==> config.mk <==
export PLATFORM = sky130hd
export DESIGN_NAME = deserializer
export DESIGN_NICKNAME = d
export VERILOG_FILES = /design/src/rtl/deserializer.sv
export SDC_FILE = /design/constraint.sdc
export NUM_CORES = 1
export LEC_CHECK = 0
export ABC_AREA = 1
export CORE_ASPECT_RATIO = 1.75
export CORE_MARGIN = 2
export CORE_UTILIZATION = 31
export CTS_CLUSTER_SIZE = 12
export DETAILED_ROUTE_END_ITERATION = 10
export MAX_ROUTING_LAYER = met4
export SYNTH_ARGS = -nofsm -noshare
export SYNTH_HDL_FRONTEND = slang
export SYNTH_SLANG_ARGS = --single-unit
==> constraint.sdc <==
create_clock -name clk -period 1.8 [get_ports clk]
set_clock_uncertainty 0.2 [all_clocks]
set_input_delay 0.18 -clock clk [delete_from_list [all_inputs] [get_ports clk]]
set_output_delay 0.18 -clock clk [all_outputs]
set_load 0.02 [all_outputs]
==> src/rtl/deserializer.sv <==
// Serial-to-parallel word receiver: frames start on a qualified sync bit, arrive MSB first,
// and complete into a registered output word with a valid/ready hand-off and sticky overrun.
module deserializer #(
    parameter int N = 8
) (
    input  logic         clk,
    input  logic         reset,
    input  logic         sen,
    input  logic         sin,
    input  logic         sync,
    input  logic         ready,
    output logic [N-1:0] q,
    output logic         valid,
    output logic         busy,
    output logic         overrun
);

    localparam int CW = $clog2(N);

    typedef enum logic {IDLE, SHIFT} state_t;

    state_t         state, state_nx;
    logic [N-1:0]   sr, sr_nx;
    logic [CW-1:0]  cnt, cnt_nx;
    logic [N-1:0]   word;
    logic           done;

    assign word = {sr[N-2:0], sin};
    assign busy = (state == SHIFT);

    always_comb begin
        state_nx = state;
        sr_nx    = sr;
        cnt_nx   = cnt;
        done     = 1'b0;
        if (sen) begin
            // A sync bit always (re)starts a frame, whatever the current state.
            if (sync) begin
                sr_nx    = {{(N-1){1'b0}}, sin};
                cnt_nx   = CW'(1);
                state_nx = SHIFT;
            end else if (state == SHIFT) begin
                if (cnt == CW'(N-1)) begin
                    done     = 1'b1;
                    sr_nx    = word;
                    cnt_nx   = '0;
                    state_nx = IDLE;
                end else begin
                    sr_nx  = word;
                    cnt_nx = cnt + CW'(1);
                end
            end
        end
    end

    always_ff @(posedge clk or posedge reset) begin
        if (reset) begin
            state <= IDLE;
            sr    <= '0;
            cnt   <= '0;
        end else begin
            state <= state_nx;
            sr    <= sr_nx;
            cnt   <= cnt_nx;
        end
    end

    // A completed word lands in q on the same edge as its last bit unless an unaccepted word blocks it.
    always_ff @(posedge clk or posedge reset) begin
        if (reset) begin
            q       <= '0;
            valid   <= 1'b0;
            overrun <= 1'b0;
        end else if (done) begin
            if (!valid || ready) begin
                q     <= word;
                valid <= 1'b1;
            end else begin
                overrun <= 1'b1;
            end
        end else if (valid && ready) begin
            valid <= 1'b0;
        end
    end

endmodule
==> impl_summary.md, run 1 <==
Status
The run finished with clean final reports.

Setup path
Counting both buffers and inverters, the worst setup path holds a total of 1. STA puts the critical path data required time at 1.42 ns. In this run the worst path has a maximum fanout of 3. The worst setup slack for register-to-register paths is 0.22 ns. The critical path endpoint category is an output port. The worst register-to-register path has a depth of 7. For this design, the slowest cell found on the critical path is sky130_fd_sc_hd__clkdlybuf4s50_1.

The arrival time of the worst setup path is 1.24 ns. The endpoint of the worst-slack reg-to-reg timing path is q[5]. The signal on the critical path passes through clkdlybuf4s50_1.

The largest single stage delay on the critical path is about 0.61 ns. The launching point of the worst reg2reg path is cnt[0]. The classification of the worst setup path is register to output port.

The cell type group with the largest total delay on the critical path is buffers and inverters. The worst setup path is launched from a register.

Synth
By area the synthesized netlist is led by sky130_fd_sc_hd__dfrtp_1 59%, sky130_fd_sc_hd__nand2_1 18%, sky130_fd_sc_hd__nand3_1 9.5%. In the synthesized netlist the dominant register cell turns out to be sky130_fd_sc_hd__dfrtp_1. In the synthesized netlist the async set-or-reset flop fraction comes to 100%.

The largest total area in the synthesized netlist belongs to sky130_fd_sc_hd__dfrtp_1. The main combinational cell family by area after synthesis is simple AND/OR/NAND/NOR gates. The count of synthesis-stage warnings from yosys is 0. The portion of synthesized cell area occupied by the leading cell type is 58.6%. The number of distinct library cell variants in the gate-level netlist after synthesis is 15. The number of synthesized register bits is 21. The fraction of the mapped netlist area in simple logic gates is 32.8%. After Yosys synthesis, full adders, half adders and majority gates account for around 2.8% of the synthesized area.

The synthesized-area fraction occupied by ao, oa, aoi and oai cells is 1.39%. By count the netlist is led by 43 x sky130_fd_sc_hd__nand2_1, 21 x sky130_fd_sc_hd__dfrtp_1, 17 x sky130_fd_sc_hd__nand3_1, 5 x sky130_fd_sc_hd__inv_1. For this run, the register share of the synthesized area comes to 58.6%.

Counting flops with a built-in enable in the synthesized netlist gives 0. The number of cells produced by synthesis is 100. Multiplexer cells account for 0% of the synthesized area. The share of the synthesized netlist area taken by xor and xnor gates is 0%. After synthesis the cells add up to 897 sq um. The post-synth net total is between 100 and 150.

The mean area per synthesized cell is ~9 sq um. The dominant cell by count in the synthesized netlist is sky130_fd_sc_hd__nand2_1.

GRT
The number of antenna violations at the first check in global routing is 0. The first global-routing pass estimated 2.95 mm of wire. The aggregate global-route resource usage is 12.2%. The via count of the first global-routing pass is 710. The remaining global-route overflow is 0. The maximum number of pins on one net before global-route repair is 22.

Timing
Headroom to the max-slew limit came out at 77.8%. The final hold violation count is 0. The sum of negative setup slack is 0 ns.

The final hold slack is 0.0503 ns. The maximum clock rate is 616 MHz. The count of final max-slew check failures is 0. In the finished design, the share of the clock period the worst path needs comes to 90.2%. The time the final worst path needs with I/O delays and setup is 1.62 ns. Once routing completed, OpenROAD measured the worst setup slack at 0.176 ns. Setup repair after global routing left no endpoint under its margin. The worst-margin pin slew is 0.332 ns. Setup violations remaining at the end of the flow were counted as 0.

Floorplan
Measured along the x axis, the die boundary spans 44.7 um. The die footprint is 3360 sq um. The core area is ~2700 sq um. The number of rows in the core area is 25. The effective utilization at floorplan is 33.0%. The die height is roughly 75 um. The total I/O pin count is 17.

Job
The number of maximum-capacitance constraint violations is 0.

Cells and area
The finished cells cover 1140 sq um. From synthesis to final layout, the design area changed by 26.8%. The final design utilization is 41.8%.

The net count of the finished layout is 129. The final cell count without fillers is 147. 0 antenna diodes ended up in the layout. The fraction of final layout cells with drive strength greater than 1 is about 9.2%.

Drt
The number of search-and-repair iterations in the first detailed-routing pass is 4. The total number of vias is 696. The count of routing violations after the opening detailed-route iteration is 21.

The routed length per instance is 11.4 um. Wires add up to 1.68 mm. Using the TritonRoute via totals, the vias-per-cell ratio works out to between 4 and 5. After detailed routing, the number of remaining DRC violations is 0. The remaining number of nets flagged by the antenna check after routing is 0.

Clock tree
The number of levels the H-tree was split into is 1. Clock tree synthesis selected as its root buffer the cell sky130_fd_sc_hd__clkbuf_8. The post-cts repair resize count is 0. The clock tree buffer depth is 2. The count of hold-fix buffers inserted at cts is 0. TritonCTS built the clock tree. The CTS clock-pin slew for the worst setup and hold paths is ~0.070 ns.

The number of setup buffers added after CTS is 0. The number of buffers inserted during clock tree synthesis is 3. The clock latency on the worst-skew pair is 0.25 ns.

CTS saw 21 sinks.

Place
The HPWL after detailed placement is 1.31 mm. In this run, placement finished with an instance count of 143. Prior to clock tree synthesis, the placed netlist has a worst setup slack of 0.165 ns. The post-placement cell area is between 1000 and 1500 sq um. Buffers placed on the I/O ports in this run total 16. The weighted congestion reported at the end of routability-driven placement is 0.764.

Power
After layout, the design draws a total of 0.952 mW. The power density over cell area is 837 nW/um^2. Across the VDD grid, the largest voltage drop is 0.000453 V. For this design the static power due to leakage is approximately 0.59 nW.

Min path
The worst min-delay path category is input port to asynchronous set/reset pin.
==> where the power goes <==
part / leakage, nW / total, mW / internal [mW] / switching [mW]
Combinational: 0.291 / 0.136 / 0.0606 / 0.0755
Sequential: 0.280 / 0.524 / 0.503 / 0.0212
Clock: 0.0228 / 0.292 / 0.157 / 0.135
==> worst max path at each step <==
stage,from,endpoint,slack [ns],cells after the start
2_1_floorplan,cnt[0],cnt[0],0.35,4
3_3_place_gp,sen,q[5],0.20,6
3_5_place_dp,sen,q[5],0.17,6
4_1_cts,busy,busy,0.16,1
5_1_grt,cnt[0],q[2],0.0007,7
6_report,busy,busy,0.18,1
==> placed cells by master, fill, tap and decap left out, types with 2 or more instances in the layout <==
master / instances
sky130_fd_sc_hd__buf_4: 3
sky130_fd_sc_hd__ha_1: 2
sky130_fd_sc_hd__clkbuf_8: 3
sky130_fd_sc_hd__inv_1: 5
sky130_fd_sc_hd__dfrtp_1: 21
sky130_fd_sc_hd__nand3_1: 17
sky130_fd_sc_hd__nor2_1: 2
sky130_fd_sc_hd__nand2_1: 43
sky130_fd_sc_hd__clkdlybuf4s50_1: 16
==> layer usage <==
metal	routed length (um)	global-route usage, %	vias to the layer above
met4	19	6.40	0
met3	53	1.44	2
met2	920	21.3	12
met1	682	13.0	328
li1	-	-	354
met5	0	-	-
==> cell families (layout without fill, tap and decap cells) <==
group	count (synthesis)	in the layout
AO/OA/AOI/OAI	2	2
adder cells (fa/ha/maj)	2	2
buffers and inverters	8	28
flip-flops	21	21
AND/OR/NAND/NOR	67	67
==> final cells by class <==
type	count	area [sq um]
multi-input cells	71	332
flip-flops and latches	21	526
inverters	5	18.8
fillers	276	1580
repair buffers	19	183
well taps	27	33.8
clock buffers	4	45.0
==> state kept, by name, summed over array words and instances (netlist names) <==
signal   cells
q            8
sr           7
cnt          3
busy         1
overrun      1
valid        1
(Power assumes the default switching activity.)
==> run 2, diff against run 1 <==
--- a/config.mk
+++ b/config.mk
@@ -9,8 +9,9 @@
 export CORE_ASPECT_RATIO = 1.75
 export CORE_MARGIN = 2
 export CORE_UTILIZATION = 31
-export CTS_CLUSTER_SIZE = 12
+export CTS_CLUSTER_SIZE = 10
 export DETAILED_ROUTE_END_ITERATION = 10
+export GPL_TIMING_DRIVEN = 0
 export MAX_ROUTING_LAYER = met4
 export SYNTH_ARGS = -nofsm -noshare
 export SYNTH_HDL_FRONTEND = slang
==> run 2 against run 1 <==
Against the previous run:
- hold slack improved by 0.12 ns
- total power is 1.3% higher
- die area did not move
- largest cell class unchanged
- sequential share of layout area up 0.051 points
- clock power increased by 5%
- critical path depth is the same
- combinational power is essentially flat
- sequential cell count unchanged
==> impl_summary.md, run 2 (synthesized netlist as in run 1, its figures left out) <==
Status
The run finished with clean final reports.

Place
The congestion estimate from routability-driven global placement came to 0.765. The half-perimeter wire length after detailed placement is 1.22 mm. The number of I/O port buffers is 16.

Timing
The worst-margin pin slew is approximately 0.79 ns. The time the final worst path needs with I/O delays and setup is 1.64 ns. Summed over all failing endpoints, the final setup total negative slack is 0 ns.

The maximum clock rate is 611 MHz. Setup violations remaining at the end of the flow were counted as 0. Setup repair after global routing left no endpoint under its margin. Dividing the final minimum period by the clock period gives between 90% and 100%. Headroom to the max-slew limit came out at approximately 47%. The count of final max-slew check failures is 0. The final hold violation count is 0.

Drt
The total number of vias is 710. Summed over all layers, the routed wires come to 1.69 mm. The first TritonRoute pass finished after 4 iterations. The detailed-route DRC error count is 0.

Using the TritonRoute via totals, the vias-per-cell ratio works out to 4.83. The remaining number of nets flagged by the antenna check after routing is 0. After detailed routing, the average wire length per cell comes to roughly 11 um. In this run, the number of DRC markers left after iteration 0 of detailed routing was 18.

Cells and area
The leading cell type in the layout, fill and taps excluded is sky130_fd_sc_hd__nand2_1. The fraction of final layout cells with drive strength greater than 1 is 9.17%. For this run, the share of the core covered by cells in the final layout is 41.7%. The filler cells instantiated in the layout total 274. The combined area of the multi-input logic cells is 332 sq um. From synthesis to final layout, the design area changed by 26.6%.

The register with the most flip-flops in the layout has 8 of them. For this run, the post-layout net count is 129. Leaving out fill and tap cells, the most frequent cells in the layout are 43 x sky130_fd_sc_hd__nand2_1, 21 x sky130_fd_sc_hd__dfrtp_1, 17 x sky130_fd_sc_hd__nand3_1. The number of antenna diodes is 0. In the final layout, the registers with the most flip-flops are q x8, sr x7, cnt x3.

The register containing the most flip-flops in the final layout is q. The area used by sequential logic in the layout is 526 sq um.

GRT
The remaining global-route overflow is 0. Global routing used approximately 12% of the available tracks across all layers. The maximum number of pins on one net before global-route repair is 22. The via count of the first global-routing pass was approximately 670. The first global-routing pass estimated 2.91 mm of wire.

The number of antenna violations at the first check in global routing came to 0.

Setup path
The worst register-to-register path ends at q[6]. The launching point of the worst reg2reg path is cnt[0]. The number of cells traversed by the worst register-to-register path is 7. The worst setup slack for register-to-register paths is 0.25 ns. The endpoint required time on the critical path is 1.42 ns. The element type at the critical path start is a register. Among cell families on the critical path, the largest total delay comes from buffers and inverters. The worst-path cell with the longest stage delay is sky130_fd_sc_hd__clkdlybuf4s50_1. The classification of the worst setup path is register to output port. The number of buffers and inverters on the critical path is 1. The arrival time of the worst setup path is 1.26 ns. The critical path endpoint category is an output port. Walking the worst path, the cells encountered are clkdlybuf4s50_1. The maximum cell stage delay along the critical path is 0.62 ns.

Of all nets on the critical path, the largest fanout is 3.

Min path
In this run the worst hold path is classified as input port to asynchronous set/reset pin.

Power
The sequential power share is 54.1%. For this design the ratio of total power to cell area is 849 nW/um^2. Combinational logic is responsible for between 10% and 20% of the overall power. The internal portion of the total power is 0.721 mW. Net switching is 25.3% of the power. The leakage dissipation is 0.592 nW. The net switching power is about 0.24 mW. Across the VDD grid, the largest voltage drop is 0.000366 V. The clock network power share is 31.9%. The power consumption is 0.964 mW.

Clock tree
The later pin in the worst-skew pair is clocked with a latency of 0.26 ns. After clock tree synthesis, the clock-pin slew on the worst setup and hold paths is 0.07 ns. The sink count of the clock tree is 21. The number of levels the H-tree was split into is 1. The post-cts repair resize count is 0.

The clock root buffer is sky130_fd_sc_hd__clkbuf_8. In this run the post-CTS setup repair buffer count came out at 0. The number of buffers inserted during clock tree synthesis is 3. TritonCTS built the clock tree. For this design, the CTS-stage hold fixing added 0 buffers. The clock tree buffer depth is 2.

Floorplan
The initialized floorplan defines 25 standard-cell rows. 17 I/O pins were placed. The die height is 75.2 um. The core area is 2720 sq um.

The die footprint is 3360 sq um. The horizontal die dimension is 44.7 um. The effective utilization at floorplan is about a third.

Job
The number of maximum-capacitance constraint violations is 0.
-- run 2: final cells by class --
class,instances,area share [%]
Inverter,5,1.65
Tap cell,27,2.97
Timing Repair Buffer,16,14.1
Clock buffer,4,3.96
Sequential cell,21,46.3
Buffer,3,1.87
Multi-Input combinational cell,71,29.2
-- run 2: per-layer routing --
metal  wire length (um)  vias to the layer above  global-route usage (%)  part of all wire, %
met2                858                        9                    20.5                   51
met3                 46                        5                    2.88                  2.7
met4                 42                        0                    7.07                  2.5
li1                   -                      358                       -                    -
met5                  0                        -                       -                    0
met1                741                      338                    12.8                   44
-- run 2: stage by stage --
step | hold slack (ns) | instances | cell area (sq um) | setup WS, ns
3_5_place_dp | 0.258 | 143 | 1090 | 0.213
4_1_cts | 0.197 | 147 | 1140 | 0.145
6_report | 0.171 | 147 | 1140 | 0.165
2_1_floorplan | -0.0435 | 100 | 897 | 0.352
3_3_place_gp | 0.252 | 143 | 1090 | 0.213
5_1_grt | 0.281 | 147 | 1140 | 0.0628
-- run 2: worst max-delay path by stage --
stage | start | end | slack [ns] | cells past startpoint
after floorplan | cnt[0] | cnt[0] | 0.35 | 4
after global placement | sen | cnt[0] | 0.21 | 4
after detailed placement | sen | cnt[0] | 0.21 | 4
after CTS | busy | busy | 0.15 | 1
after global routing | cnt[1] | q[3] | 0.06 | 7
final | busy | busy | 0.16 | 1
-- run 2: power groups by stage --
stage,sequential [mW],combinational [mW],clock [mW]
after global placement,0.530,0.135,0
after global routing,0.526,0.154,0.327
after floorplan,0.545,0.0659,0
after detailed placement,0.531,0.138,0
final,0.522,0.135,0.307
after CTS,0.522,0.138,0.320
==> run 3, diff against run 2 <==
--- a/config.mk
+++ b/config.mk
@@ -6,9 +6,10 @@
 export NUM_CORES = 1
 export LEC_CHECK = 0
 export ABC_AREA = 1
+export CAP_MARGIN = 0
 export CORE_ASPECT_RATIO = 1.75
 export CORE_MARGIN = 2
-export CORE_UTILIZATION = 31
+export CORE_UTILIZATION = 35
 export CTS_CLUSTER_SIZE = 10
 export DETAILED_ROUTE_END_ITERATION = 10
 export GPL_TIMING_DRIVEN = 0
==> run 3 against run 2 <==
Against the previous run:
- non-clock buffer count did not move
- hold slack got worse by 0.012 ns
- global-route usage rose by 0.80 points
- combinational power barely moved
- register-to-register slack got worse by 0.03 ns
- final cell count fell by 0.68%
- core utilization rose by 4.3 points
- fmax barely moved
- clock power fell by 2%
- first-iteration DRC count fell by 39%
- sequential share of layout area rose by 0.051 points
==> impl_summary.md, run 3 (synthesized netlist as in run 1, its figures left out) <==
Status
The flow ran to the end, and the final reports show no timing, DRC or antenna violations.

Drt
The remaining number of nets flagged by the antenna check after routing is 0. The first detailed-routing pass took 4 iterations. The via count normalized by instance count is around 4.7. For this run, design rule violations remaining after detail routing come to 0. After detailed routing, the average wire length per cell comes to between 10 and 15 um. After detailed routing, the total wire length is 1.61 mm. The detailed router finished its first iteration with 11 violations. The final route contains 686 vias.

Clock tree
For this design, the CTS-stage hold fixing added 0 buffers. The CTS clock-pin slew for the worst setup and hold paths is 0.07 ns. The clock tree buffer depth is 2. The root buffer cell chosen for the clock tree is sky130_fd_sc_hd__clkbuf_8. The sink count of the clock tree is 21. TritonCTS built the clock tree. The number of buffers inserted during clock tree synthesis is 3. The post-cts repair resize count is 0.

The clock latency on the worst-skew pair is 0.26 ns. The number of levels the H-tree was split into is 1. The setup fix buffers added after clock tree synthesis is 0.

Power
The analysis attributes to net switching a power of roughly 0.24 mW. The power density over cell area is ~840 nW/um^2. In this run the static leakage power is 0.592 nW.

Overall power consumption after layout is estimated at 0.958 mW. The sequential power share is 54.5%. The part of the power in combinational logic is 14.2%. Of the total power, the clock network draws a little under a third. The internal portion of the total power is 0.721 mW. The switching power as a share of total power is 24.8%.

The maximum ir drop on the vdd rail is ~0.00060 V.

Setup path
Grouping stages by cell kind, the critical path spends the most delay in buffers and inverters. The element type at the critical path start is a register. The critical path goes through clkdlybuf4s50_1. The worst setup slack for register-to-register paths is 0.22 ns. The critical path endpoint category is an output port. Along the worst path, the maximum fanout reaches 3. In this run the critical register-to-register path is captured at q[5]. The worst-path cell with the longest stage delay is sky130_fd_sc_hd__clkdlybuf4s50_1. The largest single stage delay on the critical path is just over 0.6 ns. The classification of the worst setup path is register to output port. Counting both buffers and inverters, the worst setup path holds a total of 1. Measured in cells, the most critical reg-to-reg path has a length of 7. The arrival time of the worst setup path is 1.25 ns.

The launching point of the worst reg2reg path is cnt[0]. At the worst endpoint, the required time is 1.42 ns.

Timing
Setup repair after global routing left no endpoint under its margin. The maximum clock rate is 612 MHz. The number of endpoints failing setup at the final stage is 0. The sum of negative setup slack is 0 ns.

The count of final max-slew check failures was 0. The final hold violation count was 0. The portion of the clock cycle consumed by the worst path in the final layout is between 90% and 100%. The tightest slew margin relative to the limit is 48.5%.

Counting I/O delays and the setup requirement, the final critical path takes 1.63 ns. At the pin with the least slew margin, the transition time is 0.772 ns.

GRT
For this run the aggregate overflow at the end of global routing stands at 0. The number of antenna violations at the first check in global routing is 0. Entering global routing, the biggest net connects 22 pins. The aggregate global-route resource usage is 13.1%.

The first global-routing pass estimated just under 3 mm of wire. The via count of the first global-routing pass is 660.

Floorplan
The die footprint is 3000 sq um. In this run the vertical extent of the chip is 71.0 um. 17 I/O pins were placed. The initialized floorplan defines 24 standard-cell rows. Measured along the x axis, the die boundary spans approximately 42 um. After floorplanning, the core was sized to cover 2460 sq um. For this configuration, the core starts out at a cell density of 36.4%.

Place
The weighted congestion reported at the end of routability-driven placement is roughly 0.77. The number of I/O port buffers is 16. Once detailed placement completed, the half-perimeter wirelength came to 1.23 mm.

Cells and area
The area growth from synthesis to layout is 26.5%. The register with the most flip-flops in the layout has 8 of them. The register containing the most flip-flops in the final layout is q.

The combined area of the multi-input logic cells is approximately 330 sq um. The top cell types in the final layout, fill and taps aside, are 43 x sky130_fd_sc_hd__nand2_1, 21 x sky130_fd_sc_hd__dfrtp_1, 17 x sky130_fd_sc_hd__nand3_1. The library cell used most frequently in the layout, excluding fill and tap cells, is sky130_fd_sc_hd__nand2_1.

The largest registers in the layout are q x8, sr x7, cnt x3. The number of fill cells is 263. In the final layout, flip-flops and latches occupy 526 sq um.

The fraction of final layout cells with drive strength greater than 1 is 9.17%. The number of antenna diodes in the final layout is 0. After the last flow step, the layout net total stands at 129.

Job
The number of maximum-capacitance constraint violations is 0.

Min path
The worst hold path belongs to the class input port to asynchronous set/reset pin.
==> run 3: worst max path at each step <==
stage            from  endpoint  cells past startpoint
2_1_floorplan  cnt[0]    cnt[0]                      4
3_3_place_gp      sen    cnt[0]                      4
3_5_place_dp      sen    cnt[0]                      4
4_1_cts          busy      busy                      1
5_1_grt        cnt[0]      q[6]                      7
6_report         busy      busy                      1
==> run 3: metal layers <==
layer / vias to the layer above / GRT usage [%] / routed length, um
met5: - / - / 0
met4: 0 / 8.33 / 40
met2: 14 / 22.1 / 858
li1: 356 / - / -
met3: 4 / 2.30 / 39
met1: 312 / 13.6 / 673
==> run 3: power groups by stage <==
stage | combinational (mW) | clock (mW) | sequential [mW]
floorplan | 0.0659 | 0 | 0.545
global placement | 0.135 | 0 | 0.529
CTS | 0.139 | 0.313 | 0.523
finish | 0.136 | 0.300 | 0.523
detailed placement | 0.139 | 0 | 0.532
global route | 0.152 | 0.333 | 0.527
==> run 3: per-stage QoR <==
stage / setup WS (ns) / util [%] / hold WS, ns / instance area (sq um) / cells
after floorplan: 0.352 / - / -0.0435 / 897 / 100
after global placement: 0.209 / 44.3 / 0.253 / 1090 / 142
after detailed placement: 0.181 / 44.3 / 0.258 / 1090 / 142
after CTS: 0.156 / 46.1 / 0.190 / 1130 / 146
after global routing: 0.0308 / 46.1 / 0.231 / 1130 / 146
final: 0.165 / 46.1 / 0.159 / 1130 / 146
==> run 3: area by class of cell <==
| cell class | instances | share of cell area [%] |
|---|---|---|
| Inverter | 5 | 1.65 |
| Timing Repair Buffer | 16 | 14.1 |
| Buffer | 3 | 1.87 |
| Sequential cell | 21 | 46.3 |
| Multi-Input combinational cell | 71 | 29.2 |
| Clock buffer | 4 | 3.97 |
| Tap cell | 26 | 2.87 |
